### config.mk
export PLATFORM = sky130hd
export DESIGN_NAME = diff_tx_arbiter
export DESIGN_NICKNAME = d
export VERILOG_FILES = /design/src/rtl/diff_tx_pkg.sv /design/src/rtl/rr_arbiter_4.sv /design/src/rtl/diff_tx_arbiter.sv
export SDC_FILE = /design/constraint.sdc
export NUM_CORES = 1
export LEC_CHECK = 0
export CORE_UTILIZATION = 40
export DETAILED_ROUTE_END_ITERATION = 7
export SYNTH_ARGS = -nofsm -noshare
export SYNTH_HDL_FRONTEND = slang
export SYNTH_SLANG_ARGS = --single-unit
### constraint.sdc
create_clock -name CLK -period 4.8 [get_ports CLK]
set_input_delay 0.48 -clock CLK [delete_from_list [all_inputs] [get_ports CLK]]
set_output_delay 0.48 -clock CLK [all_outputs]
set_load 0.005 [all_outputs]
### src/rtl/diff_tx_pkg.sv
// rtl/diff_tx_pkg.sv - shared constants and state type for the differential serial TX arbiter
package diff_tx_pkg;

    localparam int NUM_REQ    = 4;
    localparam int ID_W       = 2;
    localparam int FRAME_BITS = 13;

    typedef enum logic [1:0] {
        IDLE,
        SHIFT,
        GUARD
    } tx_state_t;

endpackage

### src/rtl/rr_arbiter_4.sv
// rtl/rr_arbiter_4.sv - combinational four-way round-robin selector
module rr_arbiter_4
    import diff_tx_pkg::*;
(
    input  logic [NUM_REQ-1:0] req,
    input  logic [ID_W-1:0]    last_grant,
    output logic [NUM_REQ-1:0] grant,
    output logic [ID_W-1:0]    grant_id,
    output logic               any_req
);

    logic [ID_W-1:0] idx;

    // Walk from furthest to nearest so the requester right after last_grant wins.
    always_comb begin
        grant    = '0;
        grant_id = '0;
        idx      = '0;
        any_req  = |req;
        for (int k = NUM_REQ; k >= 1; k--) begin
            idx = last_grant + ID_W'(k);
            if (req[idx]) begin
                grant      = '0;
                grant[idx] = 1'b1;
                grant_id   = idx;
            end
        end
    end

endmodule

### src/rtl/diff_tx_arbiter.sv
// rtl/diff_tx_arbiter.sv - arbitrates four byte sources onto one framed serial line
module diff_tx_arbiter
    import diff_tx_pkg::*;
#(
    parameter int CLKS_PER_BIT = 16,
    parameter int GUARD_BITS   = 1
) (
    input  logic                    CLK,
    input  logic                    RESET,
    input  logic                    ENABLE,
    input  logic [NUM_REQ-1:0]      REQ_VALID,
    input  logic [8*NUM_REQ-1:0]    REQ_DATA,
    output logic [NUM_REQ-1:0]      REQ_READY,
    output logic                    D_OUT,
    output logic                    BUSY,
    output logic [ID_W-1:0]         GRANT_ID,
    output logic                    FRAME_DONE
);

    localparam int CYC_W = (CLKS_PER_BIT > 1) ? $clog2(CLKS_PER_BIT) : 1;
    localparam int GRD_W = $clog2(15 * 1024);
    localparam logic [CYC_W-1:0] CYC_LAST = CYC_W'(CLKS_PER_BIT - 1);
    localparam logic [GRD_W-1:0] GRD_LAST = GRD_W'(GUARD_BITS * CLKS_PER_BIT - 1);
    localparam logic [3:0]       BIT_LAST = 4'(FRAME_BITS - 1);

    tx_state_t                state, state_nxt;
    logic [FRAME_BITS-1:0]    shreg;
    logic [CYC_W-1:0]         cyc_cnt;
    logic [3:0]               bit_cnt;
    logic [GRD_W-1:0]         guard_cnt;
    logic [ID_W-1:0]          last_grant;
    logic [ID_W-1:0]          grant_id_reg;

    logic [NUM_REQ-1:0]       win_onehot;
    logic [ID_W-1:0]          win_id;
    logic                     any_req;
    logic                     grant_en;
    logic                     accept;
    logic                     bit_end;
    logic                     last_bit;
    logic [7:0]               sel_data;
    logic [FRAME_BITS-1:0]    frame;

    rr_arbiter_4 u_rr (
        .req        (REQ_VALID),
        .last_grant (last_grant),
        .grant      (win_onehot),
        .grant_id   (win_id),
        .any_req    (any_req)
    );

    assign grant_en  = (state == IDLE) && ENABLE && !RESET;
    assign REQ_READY = grant_en ? win_onehot : '0;
    assign accept    = grant_en && any_req;

    // Frame is stored LSB-first: bit 0 is the start bit, bit 12 the stop bit.
    assign sel_data = REQ_DATA[{win_id, 3'b000} +: 8];
    assign frame    = {1'b1, ^{sel_data, win_id}, sel_data, win_id, 1'b0};

    assign bit_end  = (cyc_cnt == CYC_LAST);
    assign last_bit = (bit_cnt == BIT_LAST);

    always_ff @(posedge CLK) begin
        if (RESET) state <= IDLE;
        else       state <= state_nxt;
    end

    always_comb begin
        state_nxt = state;
        case (state)
            IDLE:    if (accept) state_nxt = SHIFT;
            SHIFT:   if (bit_end && last_bit) state_nxt = (GUARD_BITS == 0) ? IDLE : GUARD;
            GUARD:   if (guard_cnt == GRD_LAST) state_nxt = IDLE;
            default: state_nxt = IDLE;
        endcase
    end

    // Idle line is high, so the shifter back-fills with ones.
    always_ff @(posedge CLK) begin
        if (RESET) begin
            shreg        <= '1;
            cyc_cnt      <= '0;
            bit_cnt      <= '0;
            guard_cnt    <= '0;
            last_grant   <= ID_W'(NUM_REQ - 1);
            grant_id_reg <= '0;
        end else begin
            case (state)
                IDLE: begin
                    cyc_cnt   <= '0;
                    bit_cnt   <= '0;
                    guard_cnt <= '0;
                    if (accept) begin
                        shreg        <= frame;
                        last_grant   <= win_id;
                        grant_id_reg <= win_id;
                    end
                end
                SHIFT: begin
                    guard_cnt <= '0;
                    if (bit_end) begin
                        cyc_cnt <= '0;
                        shreg   <= {1'b1, shreg[FRAME_BITS-1:1]};
                        bit_cnt <= last_bit ? 4'd0 : bit_cnt + 4'd1;
                    end else begin
                        cyc_cnt <= cyc_cnt + 1'b1;
                    end
                end
                GUARD: begin
                    guard_cnt <= guard_cnt + 1'b1;
                end
                default: begin
                    shreg <= '1;
                end
            endcase
        end
    end

    assign D_OUT      = shreg[0];
    assign BUSY       = (state != IDLE) && !RESET;
    assign GRANT_ID   = grant_id_reg;
    assign FRAME_DONE = (state == SHIFT) && bit_end && last_bit && !RESET;

endmodule

# Word-level counts from Yosys, hierarchy flattened
# Index checks and enable logic that the tools add are counted.
word_totals:
  reg_bits: 41
  latchBits: 0
  mem_bits_rw: 0
  rom_bits: 0
  out_inout_bits: 9
  wordCells: 94
  memories: 0
op_classes:
  add_sub_neg: 6
  mul: 0
  div: 0
  order_cmp: 8
  n_eq_ne: 9
  shifts: 1
  mux: 38
  bitwise_logic: 1
  n_reduce_logical: 24
ops:
  columns: ["operator", "count"]
  rows:
  - ["one-hot mux 13 bit (3 select lines)", 1]
  - ["2-to-1 mux 4 bit", 8]
  - ["variable part select 32 x 6 -> 8 bit", 1]
  - ["one-hot mux 14 bit (2 select lines)", 1]
  - ["2-to-1 mux 13 bit", 2]
  - ["one-hot mux 4 bit (2 select lines)", 2]
  - ["adder 14 x 1 -> 14 bit, second input constant", 1]
  - ["== test 14 x 4 -> 1 bit, second input constant", 1]
  - ["2-to-1 mux 2 bit", 7]
  - ["logical AND 1 bit", 12]
  - ["less-than comparator 2 x 3 -> 1 bit, second input constant", 4]
  - ["parity 10 bit", 1]
  - ["adder 4 x 1 -> 4 bit, second input constant", 2]
  - ["binary-select mux 1 bit (select 2 bit)", 4]
  - ["demux 1 bit (select 2 bit)", 4]
  - ["== test 4 bit, second input constant", 2]
  - ["greater-or-equal comparator 2 x 1 -> 1 bit, second input constant", 4]
  - ["2-to-1 mux 1 bit", 8]
  - ["!= test 2 bit, second input constant", 4]
  - ["one-hot mux 2 bit (3 select lines)", 1]
  - ["AND reduction 3 bit", 2]
  - ["nonzero test 2 bit", 3]
  - ["adder 2 bit, second input constant", 2]
  - ["AND reduction 2 bit", 2]
  - ["other kinds (8)", 8]

# Longest topological paths before layout
# Gate-level depths: netlist (run 1).
logic_depth:
  depth_word: 10
  mapped_depth: 13

# Modules after synthesis
# From an unflattened synthesis (run 1), not the netlist that was laid out.
hier_totals:
  hier_cells: 304
  hier_area_um2: 2616.3
by_module_without_submodules:
  columns: ["mod", "n_inst", "cells_per_inst", "area_each_um2", "seq_area_each_um2"]
  rows:
  - ["diff_tx_arbiter", 1, 242, 2132.0, 800.8]
  - ["rr_arbiter_4", 1, 62, 484.2, 0.0]

# Least setup slack after synthesis (run 1)
# OpenSTA, ideal clock, no wires.
synth_path:
  kind: "register -> register"
  startpoint: "register last_grant[0]"
  endpoint: "register shreg[11]"
  arrival_ps: 3086
  path_slack_ps: 1568
  path_stages_with_launch: 12
  n_path_buf: 2
  cell_sequence: "dfxtp_1 buf_6 inv_1 ha_1 a221oi_1 o21ai_0 clkbuf_1 mux4_1 xnor2_1 xnor3_1 xnor2_1 a22oi_1"
synth_between:
  elab_chain_cells: 10
  elab_cells_between_ends: 19
  cone_classes: "add/sub (3); shift (1); mux (14); reduce/logical (1)"
synth_rtl:
  columns: ["item", "line", "rtl"]
  rows:
  - ["start, declared", "diff_tx_arbiter.sv:31", "logic [ID_W-1:0] last_grant;"]
  - ["start signal, assigned", "diff_tx_arbiter.sv:85", "last_grant <= ID_W'(NUM_REQ - 1);"]
  - ["start signal, assigned", "diff_tx_arbiter.sv:95", "last_grant <= win_id;"]
  - ["adder 2 bit or binary-select mux 1 bit (select 2 bit) (tied branches)", "rr_arbiter_4.sv:21, rr_arbiter_4.sv:22", null]
  - ["binary-select mux 1 bit (select 2 bit) or 2-to-1 mux 1 bit (tied branches)", "rr_arbiter_4.sv:22", "if (req[idx]) begin"]
  - ["2-to-1 mux 1 bit (implied by the code) or 2-to-1 mux 2 bit (tied branches)", "rr_arbiter_4.sv:22", null]
  - ["2-to-1 mux 2 bit (2 in a row)", "rr_arbiter_4.sv:22", null]
  - ["2-to-1 mux 2 bit (*)", "rr_arbiter_4.sv:22", null]
  - ["variable part select 32 x 6 -> 8 bit", "diff_tx_arbiter.sv:57", "assign sel_data = REQ_DATA[{win_id, 3'b000} +: 8];"]
  - ["parity 10 bit (*)", "diff_tx_arbiter.sv:58", "assign frame = {1'b1, ^{sel_data, win_id}, sel_data, win_id, 1'b0};"]
  - ["2-to-1 mux 13 bit (*)", "diff_tx_arbiter.sv:93", "if (accept) begin"]
  - ["one-hot mux 13 bit (3 select lines) (*)", "diff_tx_arbiter.sv:88", "case (state)"]
  - ["end signal, assigned", "diff_tx_arbiter.sv:94", "shreg <= frame;"]
  - ["end signal, assigned", "diff_tx_arbiter.sv:103", "shreg <= {1'b1, shreg[FRAME_BITS-1:1]};"]
  - ["end, declared", "diff_tx_arbiter.sv:27", "logic [FRAME_BITS-1:0] shreg;"]
# Mark *: on every way between the ends. The rest lies on a longest branch, timed or not. The select of a mux whose other input is x is not followed.
# A chain may end at the register's enable or synchronous reset.

# Final worst setup path (run 1)
layout_path:
  startpoint: "register last_grant[0]"
  endpoint: "output REQ_READY[2]"
layout_between:
  elab_chain_cells: 9
  elab_cells_between_ends: 36
  cone_classes: "add/sub (3); order compare (8); mux (21); reduce/logical (4)"
layout_rtl:
  columns: ["item", "line", "rtl"]
  rows:
  - ["adder 2 bit, or another cell as far along", "rr_arbiter_4.sv:21", "idx = last_grant + ID_W'(k);"]
  - ["less-than comparator 2 x 3 -> 1 bit (implied by the code), or another cell as far along", "rr_arbiter_4.sv:24", "grant[idx] = 1'b1;"]
  - ["logical AND 1 bit (implied by the code) or 2-to-1 mux 1 bit (tied branches)", "rr_arbiter_4.sv:24", null]
  - ["2-to-1 mux 1 bit (implied by the code) or demux 1 bit (select 2 bit) (tied branches)", null, null]
  - ["demux 1 bit (select 2 bit) or 2-to-1 mux 4 bit (tied branches)", null, null]
  - ["2-to-1 mux 4 bit (2 in a row)", "rr_arbiter_4.sv:22", null]
  - ["2-to-1 mux 4 bit (*)", "rr_arbiter_4.sv:22", null]
  - ["2-to-1 mux 4 bit (*)", "diff_tx_arbiter.sv:53", "assign REQ_READY = grant_en ? win_onehot : '0;"]
  - ["end, declared", "diff_tx_arbiter.sv:13", "output logic [NUM_REQ-1:0] REQ_READY,"]
# Marks and branches as above.

==> impl_metrics.toml, run 1 <==
[status]
status = "finished, final reports clean"

[sta]
final.period_utilization_pct = 79.1
fin_setup_tns_ns = 0
timing.fmax_mhz = 263
finalHoldViolCount = 0
setup_viol = 0
worstMarginPinSlew_ns = 0.656
max_slew_margin_pct = 55.9
drv_slew = 0
fin_worst_hold_slack_ns = 0.498
skew_ns = 0.00821
layout_min_cycle_time_ns = 3.80
rsz0062_at_grt = "no"
fin_ws_ns = 1.00

[global_routing]
grt_overflow = 0
grt_pass1_vias = 1982
antenna_found_initial = 0
grt_start_max_net_pins = 29
grt_usage_pct = 17.3
grt_pass1_wl_um = 8970

[setup_path]
critical_path.cell_chain = "inv_1 -> ha_1 -> mux4_2 -> nor2b_4 -> a221oi_1 -> a211o_1 -> a21oi_1 -> clkdlybuf4s50_1"
rr_worst_depth = 11
cp_slowest_cell = "dfxtp_1"
worst_path_largest_cell_delay_ns = 0.64
rrSetupSlack_ns = 1.06
cp.required_ns = 4.32
crit_buf_inv = 2
r2r-end = "shreg[11]"
cp_top_family = "buffers and inverters"
reg2reg_from = "last_grant[0]"
path_class = "flop to output port"
startpoint_type = "flop"
cp_max_fo = 12
critical_path.endpoint_type = "output port"
cp_data_arrival_time_ns = 3.32

[logic_synthesis]
synth-edff-count = 0
synth.net_count = 327
syn_area_um2 = 2550
synth_warnings = 0
synth_seq_area_share_pct = 31.4
ys_seq_elements = 40
ys_types = 45
syn_avg_cell_area_um2 = 9.22
ys_top_cells_by_area = "dfxtp_1 31%, ha_1 5.4%, mux4_2 5.3%, nor2_1 4.6%, mux2_2 4.4%"
syn_inst = 277
synthFlopType = "dfxtp_1"
ys_async_sr_fraction_pct = 0
yosys.area.top_type_share_pct = 31.4
synth_top_area_cell = "dfxtp_1"

[clock_tree]
root_buffer = "clkbuf_8"
cts_tree = "yes"
cts_made_buffers = 5
htree_levels = 2
clk_path_buf_depth = 2
path_clk_slew_ns = 0.07
ctsResizeCount = 0
cts_hold_buffers = 0
postCtsSetupRepairBufs = 0
clock_sinks = 40
clock_latency_ns = 0.29

[floorplanning]
initial_core_util_pct = 42.4
die_area_um2 = 6710
die_w_um = 81.9
die_h_um = 81.9
rows = 28
coreArea_um2 = 6030
boundaryPins = 48

[worst_hold_path]
min_to = "shreg[3]"
min_path_cells = 2
hold_path_class = "flop to flop"
hold_start = "shreg[3]"

[power]
powerDensity_nw_per_um2 = 370
power_frac_clock_pct = 25.5
power.leakage_uw = 0.00121
pwr-share-comb_pct = 43.1
switching_share_pct = 30.4
pwr-share-seq_pct = 31.4
switching_power_uw = 359
intPower_uw = 823
ir_drop_mv = 0.188

[detailed_routing]
first_iter_violations = 71
dr_total_vias = 2144
wl_per_cell_um = 13.6
ant_nets = 0
routed_via_density = 5.41
routed_wl_um = 5370
route.detailed.drc = 0
first_pass_iters = 4

[layout]
layout_common_cells = "47 x clkdlybuf4s50_1, 40 x dfxtp_1, 31 x nor2_1"
antenna_cells = 0
final_common_cell = "clkdlybuf4s50_1"
fill_cells = 564
final_area_um2 = 3200
final_core_util_pct = 53.1
final_layout_size_suffix_gt1_share_pct = 10.9
area_growth_pct = 25.3
layout.nets = 370

[place]
dp_hpwl_um = 3910
place_ws_ns = 1.07
place_congestion = 0.840
portBuffers = 47
dpl-instance-area_um2 = 3070

[run]
max_cap_violations = 0
worst max-delay path by stage:
stage                             start            to  slack [ns]  depth (start not counted)
final                     last_grant[0]  REQ_READY[2]        1.00                          8
after global routing      last_grant[0]  REQ_READY[2]        0.74                          8
after CTS                 last_grant[0]  REQ_READY[2]        0.99                          8
after detailed placement  last_grant[0]     shreg[11]        1.07                         11
after global placement    last_grant[0]     shreg[11]        1.14                         11
after floorplan           last_grant[0]     shreg[11]        1.57                         11
metal layers:
metal | part of all wire [%] | global-route usage, % | wire (um) | vias to the layer above
met1 | 49 | 22.2 | 2650 | 1013
met4 | 0.58 | 3.68 | 31 | 0
met2 | 46 | 29.0 | 2480 | 34
li1 | - | - | - | 1093
met3 | 3.8 | 4.56 | 203 | 4
met5 | 0 | 0 | 0 | -
power by group through the flow:
| stage | clock [uW] | sequential (uW) | combinational (uW) |
|---|---|---|---|
| 2_1_floorplan | 0 | 370 | 416 |
| 3_3_place_gp | 0 | 379 | 507 |
| 3_5_place_dp | 0 | 379 | 510 |
| 4_1_cts | 307 | 372 | 514 |
| 5_1_grt | 320 | 375 | 555 |
| 6_report | 301 | 372 | 509 |
sequential cells by signal, summed over array words and instances (netlist names):
name,cells
guard_cnt,14
bit_cnt,4
last_grant,2
state,2
GRANT_ID,2
shreg,12
cyc_cnt,4
final cells by class:
class	count	area (um^2)	area share, %
multi-input cells	211	1640	51.2
flip-flops and latches	40	801	25.0
repair buffers	51	500	15.6
clock buffers	7	96.3	3.01
well taps	75	93.8	2.93
inverters	11	41.3	1.29
clock inverters	1	30.0	0.939
metrics by stage:
| step | power (uW) | std cells |
|---|---|---|
| 3_3_place_gp | 885 | 388 |
| 6_report | 1180 | 396 |
| 4_1_cts | 1190 | 396 |
| 3_5_place_dp | 889 | 388 |
| 2_1_floorplan | 786 | 277 |
| 5_1_grt | 1250 | 396 |
synthesized netlist by cell type, drive strengths merged, types with 2 or more instances:
cell / n
or3: 4
xnor2: 10
a211o: 4
nand4: 5
ha: 11
dfxtp: 40
nor3: 8
a31oi: 2
inv: 11
o22ai: 10
clkbuf: 12
nand2b: 14
mux4: 10
o21ai: 10
a221oi: 6
a22oi: 2
and3: 4
nand3: 2
mux2i: 9
nand2: 13
xor2: 8
nor2: 32
a21oi: 16
nor2b: 6
buf: 3
mux2: 10
nor4: 3
worst reg2reg max path, cell delays in order (launching register included):
cell	delay (ns)
dfxtp_1	0.64
inv_1	0.27
ha_1	0.47
mux2_2	0.39
a2bb2oi_2	0.19
o21ai_1	0.19
o31a_4	0.30
mux4_2	0.58
xnor2_2	0.16
xnor2_1	0.19
xnor2_1	0.14
a22oi_1	0.10
cells by family (layout without fill, tap and decap cells):
| kind of cell | Yosys count | after routing | synth area share [%] |
|---|---|---|---|
| adders and majority gates | 11 | 11 | 5.39 |
| and+or+nand+nor | 95 | 95 | 19.0 |
| xor gates and xnor gates | 19 | 19 | 7.35 |
| DFF | 40 | 40 | 31.4 |
| buffers and inverters | 26 | 70 | 4.56 |
| AOI/OAI and AO/OA | 57 | 57 | 15.0 |
| muxes | 29 | 29 | 17.3 |
Power figures use the tool's default switching activity.
==> run 2: changes to the inputs <==
--- a/config.mk
+++ b/config.mk
@@ -7,6 +7,7 @@
 export LEC_CHECK = 0
 export CORE_UTILIZATION = 40
 export DETAILED_ROUTE_END_ITERATION = 7
+export PLACE_DENSITY = 0.66
 export SYNTH_ARGS = -nofsm -noshare
 export SYNTH_HDL_FRONTEND = slang
 export SYNTH_SLANG_ARGS = --single-unit
==> constraint.sdc (replaced) <==
create_clock -name CLK -period 3.1 [get_ports CLK]
set_input_delay 0.31 -clock CLK [delete_from_list [all_inputs] [get_ports CLK]]
set_output_delay 0.31 -clock CLK [all_outputs]
set_load 0.005 [all_outputs]
==> run 2 against run 1 <==
  * Cell count is 5.3% higher
  * Clock power rose by 52%
  * Die area stayed put
  * Setup slack got worse by 0.91 ns
  * Global-route usage is 0.21 points higher
  * Register-to-register slack lost 0.91 ns
  * Critical path depth is 1 higher
  * Routed wire length is 3.6% higher
  * Non-clock buffer count is 21 higher
  * Sequential power is 51% higher
  * Sequential cell count did not move
  * Final area is 5.4% higher
==> impl_metrics.toml, run 2 (same netlist as run 1, synthesis figures left out) <==
[status]
status = "finished, final reports clean"

[layout]
instances_no_fill = 417
final_layout_size_suffix_gt1_share_pct = 17.0
largest_reg_flops = 14
antenna_cells = 0
reg_top3 = "guard_cnt: 14 flops, shreg: 12 flops"
top_register = "guard_cnt"
final_common_cell = "clkdlybuf4s50_1"
area_growth_pct = 32.0
final_core_util_pct = 55.9
layout.nets = 391
layout_common_cells = "46 x clkdlybuf4s50_1, 40 x dfxtp_1, 31 x nor2_1"

[global_routing]
grt_overflow = 0
grt_pass1_vias = 2048
met2_usage_pct = 29.5
grtUsageMet3_pct = 2.67
grt_pass1_wl_um = 9010
busiest_layer = "met2"
use_met1_pct = 22.4
grt_start_max_net_pins = 28
antenna_found_initial = 0
grt_usage_pct = 17.5

[run]
max_cap_violations = 0

[setup_path]
cp_slowest_cell = "clkdlybuf4s50_1"
critical_path.cell_chain = "inv_1 -> ha_4 -> mux4_2 -> nor2b_4 -> buf_4 -> a221oi_1 -> a211o_1 -> a21oi_1 -> clkdlybuf4s50_1"
cp_max_fo = 7
cp_data_arrival_time_ns = 2.69
critical_path.endpoint_type = "output port"
path_class = "flop to output port"
worst_path_largest_cell_delay_ns = 0.51
cp.required_ns = 2.79
startpoint_type = "flop"

[sta]
rsz0062_at_grt = "no"
max_slew_margin_pct = 55.5
timing.fmax_mhz = 333
drv_slew = 0
final.period_utilization_pct = 96.8
layout_min_cycle_time_ns = 3.00
finalHoldViolCount = 0
worstMarginPinSlew_ns = 0.663
setup_viol = 0
fin_setup_tns_ns = 0
fin_worst_hold_slack_ns = 0.498
fin_ws_ns = 0.0982
skew_ns = 0.00756

[clock_tree]
clock_latency_ns = 0.30
htree_levels = 2
cts_hold_buffers = 0
path_clk_slew_ns = 0.08
cts_tree = "yes"
root_buffer = "clkbuf_8"
cts_made_buffers = 5
clock_sinks = 40
clk_path_buf_depth = 2

[place]
portBuffers = 47
dp.cells = 408
place_congestion = 0.880
place_ws_ns = -0.115
dp_hpwl_um = 4090

[floorplanning]
initial_core_util_pct = 42.4
die_w_um = 81.9
die_h_um = 81.9
boundaryPins = 48
rows = 28
coreArea_um2 = 6030
die_area_um2 = 6710

[detailed_routing]
first_iter_violations = 75
routed_via_density = 5.31
first_pass_iters = 4
routed_wl_um = 5570
route.detailed.drc = 0
wl_per_cell_um = 13.3
ant_nets = 0
dr_total_vias = 2214

[power]
powerDensity_nw_per_um2 = 571
ir_drop_mv = 0.394
power.leakage_uw = 0.00133

[worst_hold_path]
hold_path_class = "flop to flop"
==> run 2: cell types whose count changed in the layout (fill, tap and decap cells not counted) <==
| cell | change |
|---|---|
| clkinv_4 | +1 |
| buf_6 | +1 |
| ha_4 | +1 |
| clkbuf_8 | -1 |
| clkdlybuf4s50_1 | -1 |
| buf_4 | +20 |
| dlymetal6s2s_1 | +1 |
| inv_1 | -1 |
| inv_2 | +1 |
| ha_1 | -1 |
==> run 2: area by class of cell <==
cell class                 count  area (um^2)
clock buffer                   6         82.6
inverter                      11         41.3
sequential                    40          801
multi-input combinational    211         1650
tap                           75         93.8
timing repair buffer          72          664
fill                         572         2660
clock inverter                 2         38.8
==> run 2: per-layer routing <==
| metal | part of all wire (%) | routed length, um |
|---|---|---|
| met1 | 48 | 2700 |
| met2 | 47 | 2610 |
| met3 | 3.3 | 185 |
| met4 | 1.4 | 76 |
| met5 | 0 | 0 |
==> run 2: critical path, delay by kind of cell, from the launching register on <==
kind	cells	cell delay (ns)
multiplexers	1	0.35
AO/OA/AOI/OAI	3	0.49
AND/OR/NAND/NOR	1	0.15
flip-flops	1	0.36
buffers and inverters	3	0.73
adder cells (fa/ha/maj)	1	0.31
==> run 2: final timing paths <==
path | startpoint | end | slack [ns] | cells after the start
worst max-delay path | last_grant[0] | REQ_READY[2] | 0.1 | 9
worst min-delay path | guard_cnt[13] | guard_cnt[13] | 0.50 | 2
worst max register to register | last_grant[0] | shreg[11] | 0.15 | 10
worst min register to register | guard_cnt[13] | guard_cnt[13] | 0.50 | 2
==> run 2: timing repair <==
action	4_1_cts	5_1_grt
setup endpoints to repair	0	5
setup buffers	0	1
resized for setup	0	3
==> run 2: where the power goes <==
| group | internal (uW) | leakage (uW) | switching, uW |
|---|---|---|---|
| logic | 528 | 0.000941 | 381 |
| registers | 543 | 0.000325 | 16.9 |
| clock network | 263 | 0.0000614 | 194 |
==> run 2: stage by stage <==
stage,power [uW],instance area [um^2]
global placement,1460,3240
finish,1930,3370
floorplan,1230,2570
detailed placement,1470,3240
CTS,1930,3360
global route,2030,3370
==> run 3: changes to the inputs <==
--- a/config.mk
+++ b/config.mk
@@ -5,6 +5,7 @@
 export SDC_FILE = /design/constraint.sdc
 export NUM_CORES = 1
 export LEC_CHECK = 0
+export CAP_MARGIN = 20
 export CORE_UTILIZATION = 40
 export DETAILED_ROUTE_END_ITERATION = 7
 export PLACE_DENSITY = 0.66
==> results of run 3 <==
Same layout as run 2: the final DEF is identical, and so are final timing and power.
